## src/rtl/ip_tx_arbiter.sv

```systemverilog
// Round-robin arbiter sharing the IP transmit path between ICMP and UDP sources.
// Latency: grant 1 cycle after req is sampled; data forwarded through one register stage.
// Backpressure: i_ip_busy holds off new selections in IDLE; a stalled granted source is aborted by the watchdog.
module ip_tx_arbiter #(
  parameter int         GAP_CYCLES = 12,
  parameter int         TIMEOUT    = 4096,
  parameter logic [7:0] PROTO_ICMP = 8'd1,
  parameter logic [7:0] PROTO_UDP  = 8'd17
) (
  input  logic        i_clk,
  input  logic        i_rst,
  input  logic        i_icmp_req,
  input  logic [15:0] i_icmp_len,
  input  logic [7:0]  i_icmp_data,
  input  logic        i_icmp_last,
  input  logic        i_icmp_valid,
  output logic        o_icmp_grant,
  input  logic        i_udp_req,
  input  logic [15:0] i_udp_len,
  input  logic [7:0]  i_udp_data,
  input  logic        i_udp_last,
  input  logic        i_udp_valid,
  output logic        o_udp_grant,
  input  logic        i_ip_busy,
  output logic [15:0] o_ip_len,
  output logic [7:0]  o_ip_proto,
  output logic [7:0]  o_ip_data,
  output logic        o_ip_last,
  output logic        o_ip_valid,
  output logic        o_timeout
);

  localparam int WW = $clog2(TIMEOUT);
  localparam int GW = (GAP_CYCLES > 1) ? $clog2(GAP_CYCLES) : 1;
  localparam logic [WW-1:0] WD_LAST  = WW'(TIMEOUT - 1);
  localparam logic [GW-1:0] GAP_LAST = GW'((GAP_CYCLES > 0) ? GAP_CYCLES - 1 : 0);

  typedef enum logic [1:0] {IDLE, XFER, GAP} state_e;

  state_e        state_q;
  logic          ptr_q;        // 1: UDP preferred on a tie, 0: ICMP preferred
  logic          sel_q;        // 1: UDP owns the path, 0: ICMP
  logic          grant_icmp_q;
  logic          grant_udp_q;
  logic [15:0]   len_q;
  logic [7:0]    proto_q;
  logic [7:0]    data_q;
  logic          last_q;
  logic          valid_q;
  logic          timeout_q;
  logic [WW-1:0] wd_q;
  logic [GW-1:0] gap_q;

  logic       src_valid;
  logic       src_last;
  logic [7:0] src_data;
  logic       any_req;
  logic       pick_udp;

  // Mux the owning source's stream and resolve the winner among pending requests
  always_comb begin
    src_valid = sel_q ? i_udp_valid : i_icmp_valid;
    src_last  = sel_q ? i_udp_last  : i_icmp_last;
    src_data  = sel_q ? i_udp_data  : i_icmp_data;
    any_req   = i_icmp_req | i_udp_req;
    pick_udp  = (i_icmp_req & i_udp_req) ? ptr_q : i_udp_req;
  end

  // Arbitration FSM with registered grants, forwarding stage, watchdog and gap timer
  always_ff @(posedge i_clk or negedge i_rst) begin
    if (!i_rst) begin
      state_q      <= IDLE;
      ptr_q        <= 1'b0;
      sel_q        <= 1'b0;
      grant_icmp_q <= 1'b0;
      grant_udp_q  <= 1'b0;
      len_q        <= '0;
      proto_q      <= '0;
      data_q       <= '0;
      last_q       <= 1'b0;
      valid_q      <= 1'b0;
      timeout_q    <= 1'b0;
      wd_q         <= '0;
      gap_q        <= '0;
    end else begin
      valid_q   <= 1'b0;
      last_q    <= 1'b0;
      timeout_q <= 1'b0;
      case (state_q)
        IDLE: begin
          if (!i_ip_busy && any_req) begin
            sel_q        <= pick_udp;
            ptr_q        <= ~pick_udp;
            grant_icmp_q <= ~pick_udp;
            grant_udp_q  <= pick_udp;
            len_q        <= pick_udp ? i_udp_len : i_icmp_len;
            proto_q      <= pick_udp ? PROTO_UDP : PROTO_ICMP;
            wd_q         <= '0;
            state_q      <= XFER;
          end
        end
        XFER: begin
          if (src_valid) begin
            valid_q <= 1'b1;
            data_q  <= src_data;
            last_q  <= src_last;
            wd_q    <= '0;
            if (src_last) begin
              grant_icmp_q <= 1'b0;
              grant_udp_q  <= 1'b0;
              gap_q        <= '0;
              state_q      <= (GAP_CYCLES == 0) ? IDLE : GAP;
            end
          end else if (wd_q == WD_LAST) begin
            // Stalled source: abort without a synthetic last
            timeout_q    <= 1'b1;
            grant_icmp_q <= 1'b0;
            grant_udp_q  <= 1'b0;
            gap_q        <= '0;
            state_q      <= (GAP_CYCLES == 0) ? IDLE : GAP;
          end else begin
            wd_q <= wd_q + 1'b1;
          end
        end
        GAP: begin
          if (gap_q == GAP_LAST) begin
            state_q <= IDLE;
          end else begin
            gap_q <= gap_q + 1'b1;
          end
        end
        default: state_q <= IDLE;
      endcase
    end
  end

  assign o_icmp_grant = grant_icmp_q;
  assign o_udp_grant  = grant_udp_q;
  assign o_ip_len     = len_q;
  assign o_ip_proto   = proto_q;
  assign o_ip_data    = data_q;
  assign o_ip_last    = last_q;
  assign o_ip_valid   = valid_q;
  assign o_timeout    = timeout_q;

endmodule

```

## config.mk

```make
export PLATFORM = sky130hd
export DESIGN_NAME = ip_tx_arbiter
export DESIGN_NICKNAME = d
export VERILOG_FILES = /design/src/rtl/ip_tx_arbiter.sv
export SDC_FILE = /design/constraint.sdc
export NUM_CORES = 1
export LEC_CHECK = 0
export ABC_CLOCK_PERIOD_IN_PS = 2170
export BUFFER_PORTS_ARGS = -buffer_cell sky130_fd_sc_hd__buf_2
export CAP_MARGIN = 20
export CELL_PAD_IN_SITES_DETAIL_PLACEMENT = 1
export CELL_PAD_IN_SITES_GLOBAL_PLACEMENT = 2
export CORE_ASPECT_RATIO = 0.6
export CORE_MARGIN = 2
export CORE_UTILIZATION = 29
export DETAILED_ROUTE_END_ITERATION = 12
export PLACE_DENSITY_LB_ADDON = 0.12
export SETUP_SLACK_MARGIN = 0.2
export SLEW_MARGIN = 20
export SYNTH_ARGS = -nofsm -noshare
export SYNTH_HDL_FRONTEND = slang
export SYNTH_SLANG_ARGS = --single-unit
```

## constraint.sdc

```tcl
create_clock -name i_clk -period 2.17 [get_ports i_clk]
set_clock_uncertainty 0.1 [all_clocks]
set_input_delay 0.1085 -clock i_clk [delete_from_list [all_inputs] [get_ports i_clk]]
set_output_delay 0.1085 -clock i_clk [all_outputs]
set_load 0.02 [all_outputs]
```

==> flow_summary.ini <==
[yosys]
ys.flop_type = dfrtp_1
synth-compound-area-share = 0.1609
synth_area_per_cell_um2 = 10.12
yosysWarnings = 0
seq_area_frac_synth = 0.4831
synthXorXnorAreaFrac = 0.003382
synthTopCellsByArea = dfrtp_1, mux2i_1, nand2_1
syn-instance-count = 256
yosysMostFrequentCell = dfrtp_1
synth_top_area_cell = dfrtp_1
synth_top_family_by_area = simple AND/OR/NAND/NOR gates
synth_cell_types = 48
synth_edf_count = 0
synth_area_um2 = 2590
ys_ff_latch = 50
synth_fa_ha_area_frac = 0.009662
yosys.area_share.simple = 0.1749
async_flop_share = 1.000
netlist.area_leader.share = 0.4831
netlist_top_cells_count = dfrtp_1, nand2_1, mux2i_1, nor2_1, o21ai_0
muxShareOfSynthArea = 0.1063

[sta]
hold_violations = 0
fmax_ghz = 0.5294
rsz0062_at_grt = true
fin_setup_tns_ns = 0
maxSlewViolCount = 0
min_period_ns = 1.889
post-route-period-util = 0.8705
final-setup-viol-count = 0

[floorplan]
die-area_um2 = 9728
die_w_um = 126.0
io-pin-count = 94
core-area_um2 = 8588
std_cell_rows = 26
start_util = 0.3016
chipHeight_um = 77.20

[detailed_routing]
drt_iter0_markers = 92
drc_errors = 0
wl_per_cell_um = 14.86
via_per_inst = 4.772
ant_nets = 0
wl_mm = 7.044
firstDrtPassIters = 4
vias = 2262

[grt]
first_global_vias = 2305
grt_overflow = 0
grt_pass1_wl_mm = 11.85
grt_start_max_net_pins = 37
grt_use_total = 0.1503
antenna_found_initial = 0

[final_layout]
diodes = 0
fin_nets = 420
areaGrowthSynthToFinish_pct = 32.27
final_util = 0.3989
layout-drive-gt1-share = 0.3315
final_area_um2 = 3426

[power]
fin_total_pwr_uw = 3999
p_per_area_nw_per_um2 = 1167
peakVddDrop_mv = 0.3534
p_leak_uw = 0.001719

[worst_setup_path]
path_buf_inv = 2
path_cells = ha_1, and3_1, nand4_1, buf_4, o211ai_1, buf_4, a211oi_1
critical_path.max_stage_delay_ns = 0.43
timing.reg2reg.setup_slack_ns = 0.28
required_ns = 2.28
cp-start-kind = register
crit_fanout = 5
end_kind = register
critPathMostFrequentCell = buf_4
crit_type = register to register
arrival_ns = 1.99
cp_slowest_cell = dfrtp_1
critPathTopFamily = flip-flops

[clock_tree]
cts_max_path_buffers = 2
cts_root_buf = clkbuf_16
cts_tree = done
clk_latency_ns = 0.29
cts_num_sinks = 50
htreeDepth = 2
path_clk_slew_ns = 0.07
numCtsBuffers = 5

[min_path]
hold_class = input pin to register

[placement]
io_buffers = 87
dp_hpwl_mm = 5.227
placed_area_um2 = 3144
place.gp.congestion = 0.7501

[run_status]
status = finished, final reports clean

[flow_run]
drv_cap = 0
-- state kept, by name (all words and copies together) (netlist names), 2 cells and up --
name	count
o_ip_len	16
wd_q	12
o_ip_data	8
gap_q	4
o_ip_proto	2
state_q	2
-- metrics by stage --
step | setup WS (ns) | hold WS (ns) | std cells
after floorplan | 0.3883 | -0.2871 | 261
after global placement | 0.1602 | -0.08692 | 453
after detailed placement | 0.1135 | -0.08702 | 453
after CTS | 0.1755 | 0.003037 | 473
after global routing | 0.1889 | 0.02126 | 474
final | 0.2811 | 0.006697 | 474
-- cells by family (layout without fill, tap and decap cells) --
family | Yosys count | in the layout
buffers and inverters | 24 | 125
muxes | 27 | 27
AOI/OAI and AO/OA | 64 | 64
xor gates and xnor gates | 1 | 1
other | 1 | 6
DFF | 50 | 50
adders and majority gates | 2 | 2
and+or+nand+nor | 87 | 87
-- routing by layer --
layer / part of all wire / global-route usage
met5: 0 / 0
met4: 0.0035 / 0.02857
met3: 0.057 / 0.04327
met2: 0.44 / 0.2280
met1: 0.50 / 0.2146
-- tightest hold or removal path: cells and delay by family --
family,cells,cell delay (ns)
multiplexers,1,0.05
AO/OA/AOI/OAI,1,0.13
buffers and inverters,1,0.07
-- repair_timing --
action,4_1_cts,5_1_grt
setup endpoints to repair,9,36
gates resized for setup,1,2
setup buffers,2,1
hold endpoints to repair,52,0
pin swaps,2,1
hold buffers,10,0
-- area by class of cell --
type / count / area (µm²)
multi-input cells: 187 / 1209
well taps: 112 / 140.1
fillers: 1005 / 5162
flip-flops and latches: 50 / 1251
inverters: 4 / 15.01
clock buffers: 6 / 138.9
repair buffers: 113 / 659.4
clock inverters: 2 / 12.51
-- worst paths after layout --
path / from / end / cells after the start
setup / recovery: wd_q[0]$_DFFE_PN0P_ / gap_q[3]$_DFFE_PN0P_ / 7
hold reg to reg: o_ip_len[15]$_DFFE_PN0P_ / o_ip_len[15]$_DFFE_PN0P_ / 2
setup reg to reg: wd_q[0]$_DFFE_PN0P_ / gap_q[3]$_DFFE_PN0P_ / 7
max in group asynchronous: i_rst / ptr_q$_DFFE_PN0P_ / 3
min in group asynchronous: i_rst / o_ip_len[12]$_DFFE_PN0P_ / 2
hold / removal: i_udp_len[10] / o_ip_len[10]$_DFFE_PN0P_ / 3
-- cell usage in the layout, fill, tap and decap left out, types with 2 or more instances in the layout --
master	count
a2bb2oi_1	2
mux2i_1	26
nor3_1	2
a211o_1	4
a21oi_1	13
conb_1	6
dfrtp_1	50
nor2_1	19
dlygate4sd3_1	10
nand4_1	4
nor2b_1	2
nand3_1	7
a221o_1	2
a31oi_1	6
o21ai_0	17
inv_1	4
a21boi_0	2
and3_1	7
nor4_1	3
buf_2	87
ha_1	2
o21ai_1	6
nand2_1	29
buf_4	15
nand2b_1	2
and4_1	4
clkbuf_16	5
-- where the power goes --
| group | internal (µW) | leakage (µW) | switching (µW) |
|---|---|---|---|
| Clock | 457 | 0.0000729 | 353 |
| Combinational | 689 | 0.00102 | 1040 |
| Sequential | 1250 | 0.000630 | 220 |
| Total | 2390 | 0.00172 | 1610 |
Power figures use the tool's default switching activity.
